### src/rtl/layer_frames_arbiter_if.sv
// Stream bundle for the layer frame arbiter: per-layer input streams and the merged output stream.
interface layer_frames_arbiter_if #(
    parameter int LAYERS = 3
);
    logic [LAYERS*8-1:0] s_axis_tdata;
    logic [LAYERS*8-1:0] s_axis_tdest;
    logic [LAYERS-1:0]   s_axis_tlast;
    logic [LAYERS-1:0]   s_axis_tvalid;
    logic [LAYERS-1:0]   s_axis_tready;
    logic [7:0]          m_axis_tdata;
    logic [7:0]          m_axis_tdest;
    logic                m_axis_tlast;
    logic                m_axis_tvalid;
    logic                m_axis_tready;

    // Arbiter side: consumes the layer streams, produces the merged stream.
    modport slave (
        input  s_axis_tdata, s_axis_tdest, s_axis_tlast, s_axis_tvalid,
        output s_axis_tready,
        output m_axis_tdata, m_axis_tdest, m_axis_tlast, m_axis_tvalid,
        input  m_axis_tready
    );

    // Environment side: feeds the layer streams, sinks the merged stream.
    modport master (
        output s_axis_tdata, s_axis_tdest, s_axis_tlast, s_axis_tvalid,
        input  s_axis_tready,
        input  m_axis_tdata, m_axis_tdest, m_axis_tlast, m_axis_tvalid,
        output m_axis_tready
    );
endinterface

### src/rtl/layer_frames_arbiter.sv
// Round-robin whole-frame arbiter merging LAYERS byte streams, with a mid-frame stall
// timeout that force-closes a frame by emitting an 8'hFF filler byte with tlast.
module layer_frames_arbiter #(
    parameter int LAYERS    = 3,
    parameter int TIMEOUT_W = 16
) (
    input  logic                 clk_core,
    input  logic                 clk_core_rst,
    layer_frames_arbiter_if.slave axis,
    input  logic [LAYERS-1:0]    cfg_layer_enable,
    input  logic [TIMEOUT_W-1:0] cfg_timeout,
    output logic [2:0]           status_grant,
    output logic                 status_busy,
    output logic [LAYERS-1:0]    stat_frame_done,
    output logic [LAYERS-1:0]    stat_timeout
);
    typedef enum logic [1:0] {
        ST_IDLE  = 2'd0,
        ST_PASS  = 2'd1,
        ST_FLUSH = 2'd2
    } state_t;

    state_t               state_q, state_d;
    logic [2:0]           grant_q, grant_d;
    logic [2:0]           last_grant_q, last_grant_d;
    logic [TIMEOUT_W-1:0] stall_q, stall_d;
    logic [LAYERS-1:0]    done_q, done_d;
    logic [LAYERS-1:0]    tout_q, tout_d;

    logic [LAYERS-1:0]    grant_oh_s;
    logic [LAYERS-1:0]    req_s;
    logic [7:0]           sel_data_s;
    logic [7:0]           sel_dest_s;
    logic                 sel_last_s;
    logic                 sel_valid_s;
    logic                 found_s;
    logic [2:0]           pick_s;
    int                   rr_idx_s;

    // Select the granted layer's stream with an AND-OR mux on the one-hot grant.
    always_comb begin
        grant_oh_s  = {LAYERS{1'b0}};
        sel_data_s  = 8'h00;
        sel_dest_s  = 8'h00;
        sel_last_s  = 1'b0;
        sel_valid_s = 1'b0;
        for (int i = 0; i < LAYERS; i++) begin
            grant_oh_s[i] = (grant_q == 3'(i));
            sel_data_s    = sel_data_s | (axis.s_axis_tdata[i*8 +: 8] & {8{grant_oh_s[i]}});
            sel_dest_s    = sel_dest_s | (axis.s_axis_tdest[i*8 +: 8] & {8{grant_oh_s[i]}});
            sel_last_s    = sel_last_s | (axis.s_axis_tlast[i] & grant_oh_s[i]);
            sel_valid_s   = sel_valid_s | (axis.s_axis_tvalid[i] & grant_oh_s[i]);
        end
    end

    // Round-robin search starting one past the last granted layer.
    always_comb begin
        req_s    = axis.s_axis_tvalid & cfg_layer_enable;
        found_s  = 1'b0;
        pick_s   = 3'd0;
        rr_idx_s = 0;
        for (int k = 1; k <= LAYERS; k++) begin
            rr_idx_s = int'(last_grant_q) + k;
            rr_idx_s = (rr_idx_s >= LAYERS) ? (rr_idx_s - LAYERS) : rr_idx_s;
            pick_s   = (!found_s && req_s[rr_idx_s]) ? 3'(rr_idx_s) : pick_s;
            found_s  = found_s | req_s[rr_idx_s];
        end
    end

    // Next-state, stall counter and output stream control.
    always_comb begin
        state_d            = state_q;
        grant_d            = grant_q;
        last_grant_d       = last_grant_q;
        stall_d            = stall_q;
        done_d             = {LAYERS{1'b0}};
        tout_d             = {LAYERS{1'b0}};
        axis.m_axis_tdata  = 8'h00;
        axis.m_axis_tdest  = 8'h00;
        axis.m_axis_tlast  = 1'b0;
        axis.m_axis_tvalid = 1'b0;
        axis.s_axis_tready = {LAYERS{1'b0}};
        case (state_q)
            ST_IDLE: begin
                if (found_s) begin
                    grant_d = pick_s;
                    stall_d = {TIMEOUT_W{1'b0}};
                    state_d = ST_PASS;
                end else begin
                    state_d = ST_IDLE;
                end
            end
            ST_PASS: begin
                axis.m_axis_tdata  = sel_data_s;
                axis.m_axis_tdest  = sel_dest_s;
                axis.m_axis_tlast  = sel_last_s;
                axis.m_axis_tvalid = sel_valid_s;
                axis.s_axis_tready = grant_oh_s & {LAYERS{axis.m_axis_tready}};
                if (sel_valid_s && axis.m_axis_tready) begin
                    stall_d = {TIMEOUT_W{1'b0}};
                    if (sel_last_s) begin
                        done_d       = grant_oh_s;
                        last_grant_d = grant_q;
                        state_d      = ST_IDLE;
                    end else begin
                        state_d = ST_PASS;
                    end
                end else if ((cfg_timeout != {TIMEOUT_W{1'b0}}) && (stall_q == cfg_timeout)) begin
                    state_d = ST_FLUSH;
                end else if (!sel_valid_s && (stall_q != {TIMEOUT_W{1'b1}})) begin
                    // Only an absent source counts as a stall; downstream backpressure holds.
                    stall_d = stall_q + {{(TIMEOUT_W-1){1'b0}}, 1'b1};
                end else begin
                    stall_d = stall_q;
                end
            end
            ST_FLUSH: begin
                axis.m_axis_tdata  = 8'hFF;
                axis.m_axis_tdest  = sel_dest_s;
                axis.m_axis_tlast  = 1'b1;
                axis.m_axis_tvalid = 1'b1;
                if (axis.m_axis_tready) begin
                    tout_d       = grant_oh_s;
                    last_grant_d = grant_q;
                    state_d      = ST_IDLE;
                end else begin
                    state_d = ST_FLUSH;
                end
            end
            default: begin
                state_d = ST_IDLE;
            end
        endcase
    end

    // State and status registers; reset leaves layer 0 first in round-robin order.
    always_ff @(posedge clk_core or posedge clk_core_rst) begin
        if (clk_core_rst) begin
            state_q      <= ST_IDLE;
            grant_q      <= 3'd0;
            last_grant_q <= 3'(LAYERS - 1);
            stall_q      <= {TIMEOUT_W{1'b0}};
            done_q       <= {LAYERS{1'b0}};
            tout_q       <= {LAYERS{1'b0}};
        end else begin
            state_q      <= state_d;
            grant_q      <= grant_d;
            last_grant_q <= last_grant_d;
            stall_q      <= stall_d;
            done_q       <= done_d;
            tout_q       <= tout_d;
        end
    end

    assign status_grant    = grant_q;
    assign status_busy     = (state_q != ST_IDLE);
    assign stat_frame_done = done_q;
    assign stat_timeout    = tout_q;
endmodule

### src/flat_wrapper.sv
// flat-port wrapper written by rule: the top's interface ports become plain ports
module layer_frames_arbiter_flat 
#(
    parameter int LAYERS    = 3,
    parameter int TIMEOUT_W = 16
)
  (clk_core, clk_core_rst, cfg_layer_enable, cfg_timeout, status_grant, status_busy, stat_frame_done, stat_timeout, axis_s_axis_tdata, axis_s_axis_tdest, axis_s_axis_tlast, axis_s_axis_tvalid, axis_s_axis_tready, axis_m_axis_tdata, axis_m_axis_tdest, axis_m_axis_tlast, axis_m_axis_tvalid, axis_m_axis_tready);
  layer_frames_arbiter_if #(.LAYERS(LAYERS)) axis_i ();
  input  logic clk_core;
  input  logic clk_core_rst;
  input  logic [LAYERS-1:0] cfg_layer_enable;
  input  logic [TIMEOUT_W-1:0] cfg_timeout;
  output logic [2:0] status_grant;
  output logic status_busy;
  output logic [LAYERS-1:0] stat_frame_done;
  output logic [LAYERS-1:0] stat_timeout;
  input wire logic [$bits(axis_i.s_axis_tdata)-1:0] axis_s_axis_tdata;
  input wire logic [$bits(axis_i.s_axis_tdest)-1:0] axis_s_axis_tdest;
  input wire logic [$bits(axis_i.s_axis_tlast)-1:0] axis_s_axis_tlast;
  input wire logic [$bits(axis_i.s_axis_tvalid)-1:0] axis_s_axis_tvalid;
  output wire logic [$bits(axis_i.s_axis_tready)-1:0] axis_s_axis_tready;
  output wire logic [$bits(axis_i.m_axis_tdata)-1:0] axis_m_axis_tdata;
  output wire logic [$bits(axis_i.m_axis_tdest)-1:0] axis_m_axis_tdest;
  output wire logic [$bits(axis_i.m_axis_tlast)-1:0] axis_m_axis_tlast;
  output wire logic [$bits(axis_i.m_axis_tvalid)-1:0] axis_m_axis_tvalid;
  input wire logic [$bits(axis_i.m_axis_tready)-1:0] axis_m_axis_tready;
  assign axis_i.s_axis_tdata = axis_s_axis_tdata;
  assign axis_i.s_axis_tdest = axis_s_axis_tdest;
  assign axis_i.s_axis_tlast = axis_s_axis_tlast;
  assign axis_i.s_axis_tvalid = axis_s_axis_tvalid;
  assign axis_s_axis_tready = axis_i.s_axis_tready;
  assign axis_m_axis_tdata = axis_i.m_axis_tdata;
  assign axis_m_axis_tdest = axis_i.m_axis_tdest;
  assign axis_m_axis_tlast = axis_i.m_axis_tlast;
  assign axis_m_axis_tvalid = axis_i.m_axis_tvalid;
  assign axis_i.m_axis_tready = axis_m_axis_tready;
  layer_frames_arbiter #(.LAYERS(LAYERS), .TIMEOUT_W(TIMEOUT_W)) u_core (.clk_core(clk_core), .clk_core_rst(clk_core_rst), .axis(axis_i), .cfg_layer_enable(cfg_layer_enable), .cfg_timeout(cfg_timeout), .status_grant(status_grant), .status_busy(status_busy), .stat_frame_done(stat_frame_done), .stat_timeout(stat_timeout));
endmodule
### config.mk
export PLATFORM = sky130hd
export DESIGN_NAME = layer_frames_arbiter_flat
export DESIGN_NICKNAME = d
export VERILOG_FILES = /design/src/rtl/layer_frames_arbiter_if.sv /design/src/rtl/layer_frames_arbiter.sv /design/src/flat_wrapper.sv
export SDC_FILE = /design/constraint.sdc
export NUM_CORES = 1
export LEC_CHECK = 0
export CAP_MARGIN = 20
export CELL_PAD_IN_SITES_DETAIL_PLACEMENT = 1
export CELL_PAD_IN_SITES_GLOBAL_PLACEMENT = 2
export CORE_MARGIN = 1.5
export CORE_UTILIZATION = 28
export CTS_CLUSTER_DIAMETER = 60
export DETAILED_ROUTE_END_ITERATION = 8
export PLACE_DENSITY = 0.91
export RECOVER_POWER = 50
export SETUP_SLACK_MARGIN = 0.3
export SYNTH_ARGS = -nofsm -noshare
export SYNTH_HDL_FRONTEND = slang
export SYNTH_SLANG_ARGS = --single-unit
### constraint.sdc
create_clock -name clk_core -period 9.94 [get_ports clk_core]
set_input_delay 1.988 -clock clk_core [delete_from_list [all_inputs] [get_ports clk_core]]
set_output_delay 1.988 -clock clk_core [all_outputs]
set_load 0.02 [all_outputs]
==> results of run 1 <==
-- where the power goes --
part | total [mW] | internal [mW] | switching, mW
sequential | 0.185 | 0.141 | 0.0445
clock | 0.0926 | 0.0469 | 0.0457
combinational | 0.684 | 0.277 | 0.407
-- final cells by class --
type / instances / area (sq um) / share of cell area
multi-input combinational: 318 / 2180 / 0.505
timing repair buffer: 110 / 1080 / 0.251
sequential: 30 / 752 / 0.174
tap: 140 / 175 / 0.0405
clock buffer: 5 / 68.8 / 0.0159
inverter: 13 / 48.8 / 0.0113
clock inverter: 2 / 10.0 / 0.00232
-- tightest hold or removal path: stages (launching register included) --
cell     delay [ns]
dfrtp_1        0.40
nand2_1        0.07
o21ai_0        0.07
-- flip-flops by register name, summed over array words and instances, names as in the netlist --
name and count:
u_core.status_grant 3, u_core.stall_q 16, u_core.stat_timeout 3, u_core.stat_frame_done 3, u_core.last_grant_q 3, u_core.state_q 2
-- kinds of logic (layout without fill, tap and decap cells) --
family                   count (synthesis)  in the layout  share of synthesized area
multiplexers                            24             24                     0.0799
buffers and inverters                   33            130                     0.0444
flip-flops                              30             30                      0.245
XOR/XNOR                                21             21                     0.0599
AND/OR/NAND/NOR                        156            156                      0.260
AO/OA/AOI/OAI                          103            103                      0.253
adder cells (fa/ha/maj)                 14             14                     0.0571
-- routing by layer --
| layer | GRT usage | routed length, microns | vias to the layer above |
|---|---|---|---|
| met4 | 0.0329 | 98 | 0 |
| li1 | - | - | 1577 |
| met2 | 0.319 | 4840 | 95 |
| met5 | 0 | 0 | - |
| met1 | 0.228 | 4650 | 1605 |
| met3 | 0.0412 | 559 | 10 |
-- layout by cell type (no fill, tap or decap), drive strengths merged, types with 3 or more instances in the layout --
cell | Yosys | final
a211oi | 6 | 6
a21boi | 3 | 3
a21o | 4 | 4
a21oi | 27 | 27
and2 | 7 | 7
clkbuf | 15 | 7
clkdlybuf4s50 | 0 | 95
dfrtp | 29 | 29
dlygate4sd3 | 0 | 11
ha | 14 | 14
inv | 13 | 13
mux2 | 4 | 4
mux2i | 20 | 20
nand2 | 43 | 43
nand2b | 4 | 4
nand3 | 13 | 13
nand3b | 4 | 4
nand4 | 4 | 4
nor2 | 34 | 34
nor2b | 15 | 15
nor3 | 8 | 8
nor4 | 10 | 10
o21a | 3 | 3
o21ai | 18 | 18
o31ai | 22 | 22
o41ai | 3 | 3
xnor2 | 6 | 6
xor2 | 15 | 15
-- stage by stage --
stage          cell area [sq um]  setup slack (ns)
3_3_place_gp                4250              3.86
2_1_floorplan               3070              5.11
5_1_grt                     4320              3.49
6_report                    4320              3.64
4_1_cts                     4330              3.77
3_5_place_dp                4250              3.78
-- worst max-delay path by stage --
| stage | start | endpoint | slack, ns |
|---|---|---|---|
| floorplan | axis_s_axis_tvalid[2] | axis_m_axis_tvalid | 5.11 |
| global placement | axis_s_axis_tvalid[0] | axis_m_axis_tvalid | 3.86 |
| detailed placement | axis_s_axis_tvalid[0] | axis_m_axis_tvalid | 3.78 |
| CTS | axis_s_axis_tvalid[0] | axis_m_axis_tvalid | 3.77 |
| global route | axis_s_axis_tvalid[0] | axis_m_axis_tvalid | 3.49 |
| finish | axis_s_axis_tvalid[0] | axis_m_axis_tvalid | 3.64 |
==> impl_results.html, run 1 <==
<table>
<tr><th>Metric</th><th>Value</th></tr>
<tr><th colspan="2">Synth</th></tr>
<tr><td>Cell type with the largest total area after synthesis</td><td>dfrtp_1</td></tr>
<tr><td>Number of enable flip-flop cells after synthesis</td><td>0</td></tr>
<tr><td>Synth top cells by count</td><td>nand2_1, nor2_1, dfrtp_1</td></tr>
<tr><td>Gate Count Post-Synth</td><td>~380</td></tr>
<tr><td>Most common cell in the netlist</td><td>nand2_1</td></tr>
<tr><td>Share of synthesized flip-flops with an asynchronous set or reset</td><td>1.00</td></tr>
<tr><td>Post-synth cell types</td><td>60</td></tr>
<tr><td>Primary FF master, synth</td><td>dfrtp_1</td></tr>
<tr><td>Avg Inst Size Synth</td><td>8.06 sq um</td></tr>
<tr><td>Warning count from the yosys run</td><td>0</td></tr>
<tr><td>Post-Synthesis Net Count</td><td>471</td></tr>
<tr><td>Proportion of synthesized chip area in sequential cells</td><td>0.245</td></tr>
<tr><td>Synthesis-stage register bit count</td><td>30</td></tr>
<tr><td>Leading cell types by total area after synthesis</td><td>dfrtp_1, mux2i_1, ha_1</td></tr>
<tr><td>Area share of the leading cell type in the synthesized netlist</td><td>0.236</td></tr>
<tr><td>Post-Synthesis Cell Area</td><td>between 3000 and 4000 sq um</td></tr>
<tr><th colspan="2">Placement</th></tr>
<tr><td>Total placed cells including tap cells</td><td>611</td></tr>
<tr><td>Count of buffers from port buffering</td><td>106</td></tr>
<tr><td>Routability cong.</td><td>0.809</td></tr>
<tr><td>Detailed-placement wirelength estimate</td><td>7790 microns</td></tr>
<tr><th colspan="2">Clocking</th></tr>
<tr><td>Post-CTS setup buffer count</td><td>0</td></tr>
<tr><td>CTS H-Tree Depth</td><td>2</td></tr>
<tr><td>CTS Buffer Depth</td><td>2</td></tr>
<tr><td>CTS sink count</td><td>30</td></tr>
<tr><td>Latest clock arrival within the worst-skew pair</td><td>0.28 ns</td></tr>
<tr><td>Cell at the root of the clock tree</td><td>clkbuf_8</td></tr>
<tr><td>TritonCTS clock tree</td><td>done</td></tr>
<tr><td># resized after CTS</td><td>0</td></tr>
<tr><td>Clock transition time at the flip-flop clock pins of the worst setup and hold paths</td><td>0.06 ns</td></tr>
<tr><td>Number of buffers inserted by hold repair at cts</td><td>0</td></tr>
<tr><td>TritonCTS buffer count</td><td>5</td></tr>
<tr><th colspan="2">Die</th></tr>
<tr><td>Die outline width</td><td>108 microns</td></tr>
<tr><td>FP Rows</td><td>38</td></tr>
<tr><td>Io pins</td><td>107</td></tr>
<tr><td>Die outline area</td><td>11600 sq um</td></tr>
<tr><td>Area of the placeable core</td><td>~11000 sq um</td></tr>
<tr><td>Initial Util</td><td>0.286</td></tr>
<tr><td>Chip height</td><td>108 microns</td></tr>
<tr><th colspan="2">Worst setup path</th></tr>
<tr><td>Total number of cells along the worst setup path</td><td>7</td></tr>
<tr><td>Critical Path Sink Type</td><td>output pin</td></tr>
<tr><td>Critical Path, Cell by Cell</td><td>dlygate4sd3_1 -&gt; mux2i_1 -&gt; o2bb2ai_1 -&gt; nor2b_1 -&gt; and2_0 -&gt; o21a_1 -&gt; clkdlybuf4s50_1</td></tr>
<tr><td>Max FO, Critical Path</td><td>4</td></tr>
<tr><td>Logic depth of the worst register-to-register path</td><td>9</td></tr>
<tr><td>Kind of critical path</td><td>input pin to output pin</td></tr>
<tr><td>Crit path max-delay family</td><td>buffers and inverters</td></tr>
<tr><td>Crit start category</td><td>input pin</td></tr>
<tr><td>Critical Path AT</td><td>4.31 ns</td></tr>
<tr><td>Capture instance of the worst register-to-register path</td><td>u_core.stall_q[14]$_DFFE_PP0P_</td></tr>
<tr><td>Worst-case register-to-register setup slack</td><td>5.25 ns</td></tr>
<tr><td>Count of buffering cells on the critical path with inverters included</td><td>2</td></tr>
<tr><td>Required time of the worst setup path</td><td>7.95 ns</td></tr>
<tr><td>Delay of the slowest cell on the worst path</td><td>about 0.62 ns</td></tr>
<tr><td>Reg2reg start</td><td>u_core.last_grant_q[1]$_DFFE_PP1P_</td></tr>
<tr><td>Slowest library cell on the worst path</td><td>clkdlybuf4s50_1</td></tr>
<tr><th colspan="2">Global route</th></tr>
<tr><td>Total GRT Usage</td><td>0.182</td></tr>
<tr><td>Initial antenna violation count</td><td>0</td></tr>
<tr><td>Maximum number of pins on one net before global-route repair</td><td>31</td></tr>
<tr><td>Vias in the first global route</td><td>3449</td></tr>
<tr><td>First-pass GRT wire length</td><td>17100 microns</td></tr>
<tr><td>Remaining global-route overflow</td><td>0</td></tr>
<tr><th colspan="2">Route</th></tr>
<tr><td>Vias after detailed routing</td><td>between 3000 and 4000</td></tr>
<tr><td>Routed WL</td><td>10100 microns</td></tr>
<tr><td>DR iter-0 viols</td><td>170</td></tr>
<tr><td>DRC violations left</td><td>0</td></tr>
<tr><td>Count of nets left with antenna violations after detail routing</td><td>0</td></tr>
<tr><td>Routed len/inst</td><td>16.4 microns</td></tr>
<tr><td>Pre-antenna DRT Iters</td><td>4</td></tr>
<tr><td>Avg Vias per Cell</td><td>5.32</td></tr>
<tr><th colspan="2">Power</th></tr>
<tr><td>Largest voltage drop on the vdd net</td><td>0.0853 mV</td></tr>
<tr><td>Areal power density over the cells</td><td>about 220 nW/um^2</td></tr>
<tr><td>Overall power after layout</td><td>962 uW</td></tr>
<tr><td>Leak</td><td>1.70 nW</td></tr>
<tr><th colspan="2">STA</th></tr>
<tr><td>Pins Over Slew Limit</td><td>59</td></tr>
<tr><td>Hold_ws</td><td>0.570 ns</td></tr>
<tr><td>Final hold viol count</td><td>0</td></tr>
<tr><td>Skew final</td><td>~0.0082 ns</td></tr>
<tr><td>Period utilization</td><td>0.634</td></tr>
<tr><td>Number of setup violations in the final report</td><td>0</td></tr>
<tr><td>Rel. slew slack</td><td>-0.176</td></tr>
<tr><td>Crit path time final</td><td>6.30 ns</td></tr>
<tr><td>Max Clk Rate</td><td>about 160 MHz</td></tr>
<tr><td>Setup repair after global routing missed its margin</td><td>false</td></tr>
<tr><td>Least-Margin Pin Slew</td><td>1.76 ns</td></tr>
<tr><td>TNS Setup</td><td>0 ns</td></tr>
<tr><th colspan="2">Finish</th></tr>
<tr><td>Share of final-layout standard cells stronger than drive strength 1</td><td>0.0565</td></tr>
<tr><td>Area delta synth-&gt;final</td><td>40.7%</td></tr>
<tr><td>Final nets</td><td>568</td></tr>
<tr><td>Count of placed standard cells in the final layout, fillers left out</td><td>618</td></tr>
<tr><td>Count of fill cells added during filler insertion</td><td>roughly 1300</td></tr>
<tr><td>Utilization after layout</td><td>0.402</td></tr>
<tr><td>Number of inserted diodes</td><td>0</td></tr>
<tr><th colspan="2">Hold path</th></tr>
<tr><td>Worst hold path startpoint</td><td>u_core.state_q[1]$_DFFE_PP0P_</td></tr>
<tr><td>Class of the worst hold path</td><td>register to register</td></tr>
<tr><td>Hold path cells</td><td>2</td></tr>
<tr><td>Endpoint of the worst hold-timing path</td><td>u_core.state_q[1]$_DFFE_PP0P_</td></tr>
<tr><th colspan="2">Outcome</th></tr>
<tr><td>Status</td><td>finished, violations left</td></tr>
<tr><td>Failing checks</td><td>capacitance limit, slew limit</td></tr>
<tr><th colspan="2">Job</th></tr>
<tr><td>Reported max-cap violation count</td><td>2</td></tr>
</table>
Power figures use the tool's default switching activity.
==> run 2, diff against run 1 <==
--- a/config.mk
+++ b/config.mk
@@ -9,10 +9,10 @@
 export CELL_PAD_IN_SITES_DETAIL_PLACEMENT = 1
 export CELL_PAD_IN_SITES_GLOBAL_PLACEMENT = 2
 export CORE_MARGIN = 1.5
-export CORE_UTILIZATION = 28
+export CORE_UTILIZATION = 26
 export CTS_CLUSTER_DIAMETER = 60
 export DETAILED_ROUTE_END_ITERATION = 8
-export PLACE_DENSITY = 0.91
+export PLACE_DENSITY = 0.85
 export RECOVER_POWER = 50
 export SETUP_SLACK_MARGIN = 0.3
 export SYNTH_ARGS = -nofsm -noshare
==> constraint.sdc (replaced) <==
create_clock -name clk_core -period 6.2 [get_ports clk_core]
set_input_delay 1.24 -clock clk_core [delete_from_list [all_inputs] [get_ports clk_core]]
set_output_delay 1.24 -clock clk_core [all_outputs]
set_load 0.02 [all_outputs]
==> impl_results.html, run 2 (synthesized netlist as in run 1, its figures left out) <==
<table>
<tr><th>Metric</th><th>Value</th></tr>
<tr><th colspan="2">Outcome</th></tr>
<tr><td>Status</td><td>finished, violations left</td></tr>
<tr><td>Failing checks</td><td>capacitance limit, slew limit</td></tr>
<tr><th colspan="2">Global route</th></tr>
<tr><td>Total GRT Usage</td><td>0.172 (-0.00999)</td></tr>
<tr><td>First-pass GRT wire length</td><td>17700 microns (+3.8%)</td></tr>
<tr><td>Initial antenna violation count</td><td>0 (unchanged)</td></tr>
<tr><td>Remaining global-route overflow</td><td>0 (unchanged)</td></tr>
<tr><td>Maximum number of pins on one net before global-route repair</td><td>31 (unchanged)</td></tr>
<tr><td>Vias in the first global route</td><td>3661 (+6.1%)</td></tr>
<tr><th colspan="2">Worst setup path</th></tr>
<tr><td>Crit start category</td><td>input pin</td></tr>
<tr><td>Max FO, Critical Path</td><td>4 (unchanged)</td></tr>
<tr><td>Kind of critical path</td><td>input pin to output pin</td></tr>
<tr><td>Critical Path Sink Type</td><td>output pin</td></tr>
<tr><td>Required time of the worst setup path</td><td>4.96 ns (-2.99 ns)</td></tr>
<tr><td>Worst-case register-to-register setup slack</td><td>1.82 ns (-3.43 ns)</td></tr>
<tr><td>Critical Path AT</td><td>3.49 ns (-0.82 ns)</td></tr>
<tr><th colspan="2">Die</th></tr>
<tr><td>Io pins</td><td>107 (unchanged)</td></tr>
<tr><td>Area of the placeable core</td><td>11500 sq um (+6.7%)</td></tr>
<tr><td>FP Rows</td><td>39 (+2.6%)</td></tr>
<tr><td>Chip height</td><td>112 microns (+3.7%)</td></tr>
<tr><td>Die outline area</td><td>12500 sq um (+7.5%)</td></tr>
<tr><td>Initial Util</td><td>0.268 (-0.0180)</td></tr>
<tr><td>Die outline width</td><td>112 microns (+3.7%)</td></tr>
<tr><th colspan="2">STA</th></tr>
<tr><td>Skew final</td><td>0.00415 ns (-0.00403 ns)</td></tr>
<tr><td>Final hold viol count</td><td>0 (unchanged)</td></tr>
<tr><td>TNS Setup</td><td>0 ns (unchanged)</td></tr>
<tr><td>Pins Over Slew Limit</td><td>31 (-47%)</td></tr>
<tr><td>Least-Margin Pin Slew</td><td>1.65 ns (-0.115 ns)</td></tr>
<tr><td>Setup repair after global routing missed its margin</td><td>false</td></tr>
<tr><td>Max Clk Rate</td><td>211 MHz</td></tr>
<tr><td>Crit path time final</td><td>4.73 ns</td></tr>
<tr><td>Rel. slew slack</td><td>-0.0992 (+0.0767)</td></tr>
<tr><td>Number of setup violations in the final report</td><td>0 (unchanged)</td></tr>
<tr><td>Period utilization</td><td>0.763</td></tr>
<tr><th colspan="2">Clocking</th></tr>
<tr><td>TritonCTS buffer count</td><td>5 (unchanged)</td></tr>
<tr><td>CTS sink count</td><td>30 (unchanged)</td></tr>
<tr><td>CTS H-Tree Depth</td><td>2 (unchanged)</td></tr>
<tr><td>Number of buffers inserted by hold repair at cts</td><td>0 (unchanged)</td></tr>
<tr><td># resized after CTS</td><td>0 (unchanged)</td></tr>
<tr><td>Post-CTS setup buffer count</td><td>0 (unchanged)</td></tr>
<tr><td>Latest clock arrival within the worst-skew pair</td><td>0.28 ns (about the same)</td></tr>
<tr><td>Clock transition time at the flip-flop clock pins of the worst setup and hold paths</td><td>0.05 ns (about the same)</td></tr>
<tr><td>CTS Buffer Depth</td><td>2 (unchanged)</td></tr>
<tr><td>TritonCTS clock tree</td><td>done</td></tr>
<tr><td>Cell at the root of the clock tree</td><td>clkbuf_16</td></tr>
<tr><th colspan="2">Route</th></tr>
<tr><td>Pre-antenna DRT Iters</td><td>4 (unchanged)</td></tr>
<tr><td>Vias after detailed routing</td><td>3312 (+0.76%)</td></tr>
<tr><td>Routed len/inst</td><td>17.0 microns (+3.7%)</td></tr>
<tr><td>Avg Vias per Cell</td><td>5.31 (-0.21%)</td></tr>
<tr><td>DR iter-0 viols</td><td>159 (-6.5%)</td></tr>
<tr><td>DRC violations left</td><td>0 (unchanged)</td></tr>
<tr><td>Routed WL</td><td>10600 microns (+4.7%)</td></tr>
<tr><td>Count of nets left with antenna violations after detail routing</td><td>0 (unchanged)</td></tr>
<tr><th colspan="2">Power</th></tr>
<tr><td>Areal power density over the cells</td><td>378 nW/um^2 (+70%)</td></tr>
<tr><td>Leak</td><td>1.74 nW (+2.5%)</td></tr>
<tr><td>Largest voltage drop on the vdd net</td><td>0.147 mV (+73%)</td></tr>
<tr><th colspan="2">Finish</th></tr>
<tr><td>Most frequent cells in the layout</td><td>clkdlybuf4s50_1, nand2_1, nor2_1, dfrtp_1, a21oi_1</td></tr>
<tr><td>Area delta synth-&gt;final</td><td>43.8%</td></tr>
<tr><td>Share of final-layout standard cells stronger than drive strength 1</td><td>0.0644 (+0.00796)</td></tr>
<tr><td>Most common cell after layout, fill and taps aside</td><td>clkdlybuf4s50_1</td></tr>
<tr><td>Largest register FFs</td><td>16 (unchanged)</td></tr>
<tr><td>Largest register by flop count</td><td>u_core.stall_q</td></tr>
<tr><td>Count of placed standard cells in the final layout, fillers left out</td><td>624 (+0.97%)</td></tr>
<tr><td>Number of inserted diodes</td><td>0 (unchanged)</td></tr>
<tr><td>Final nets</td><td>570 (+0.35%)</td></tr>
<tr><th colspan="2">Placement</th></tr>
<tr><td>Count of buffers from port buffering</td><td>106 (unchanged)</td></tr>
<tr><td>Routability cong.</td><td>0.825 (+2.0%)</td></tr>
<tr><td>Detailed-placement wirelength estimate</td><td>8210 microns (+5.3%)</td></tr>
<tr><td>Total placed cells including tap cells</td><td>616 (+0.82%)</td></tr>
<tr><th colspan="2">Job</th></tr>
<tr><td>Reported max-cap violation count</td><td>1 (-1)</td></tr>
<tr><th colspan="2">Hold path</th></tr>
<tr><td>Class of the worst hold path</td><td>register to register</td></tr>
</table>
run 2: area by class of cell:
| class | count | area, sq um |
|---|---|---|
| clock buffers | 6 | 139 |
| clock inverters | 2 | 12.5 |
| fillers | 1369 | 7050 |
| inverters | 13 | 48.8 |
| multi-input cells | 318 | 2180 |
| flip-flops and latches | 30 | 752 |
| well taps | 143 | 179 |
| repair buffers | 112 | 1100 |
run 2: critical path, cell delays in order:
cell and delay (ns):
dlygate4sd3_1 0.59, mux2i_1 0.09, o2bb2ai_1 0.27, nor2b_1 0.32, and2_0 0.23, o21a_1 0.13
clkdlybuf4s50_1 0.62
run 2: power by group:
part | switching, mW | leakage (nW) | total [mW] | internal [mW]
logic | 0.692 | 1.27 | 1.15 | 0.455
clock network | 0.0899 | 0.0729 | 0.249 | 0.159
registers | 0.0482 | 0.402 | 0.275 | 0.226
run 2: final timing paths:
path	end	depth (start not counted)	start
worst max-delay path	axis_m_axis_tvalid	7	axis_s_axis_tvalid[0]
worst min register to register	u_core.state_q[0]$_DFFE_PP0P_	1	u_core.state_q[0]$_DFFE_PP0P_
worst min-delay path	u_core.state_q[0]$_DFFE_PP0P_	1	u_core.state_q[0]$_DFFE_PP0P_
max in group asynchronous	u_core.stall_q[11]$_DFFE_PP0P_	3	clk_core_rst
min in group asynchronous	u_core.stall_q[1]$_DFFE_PP0P_	3	clk_core_rst
worst max register to register	u_core.stall_q[5]$_DFFE_PP0P_	10	u_core.last_grant_q[1]$_DFFE_PP1P_
run 2: routing by layer:
layer,global-route usage,part of all wire,wire (microns),vias up
li1,-,-,-,1582
met1,0.208,0.44,4660,1599
met2,0.299,0.48,5060,115
met3,0.0446,0.068,720,16
met4,0.0489,0.017,177,0
met5,0,0,0,-
run 2: stage by stage:
step	hold WS [ns]	power [mW]	area, sq um	util	setup WS, ns
after floorplan	0.500	1.08	3070	-	2.80
after global placement	0.535	1.40	4270	0.372	1.60
after detailed placement	0.553	1.43	4270	0.372	1.55
after CTS	0.571	1.69	4420	0.385	1.55
after global routing	0.584	1.80	4420	0.385	1.32
final	0.565	1.67	4420	0.385	1.47
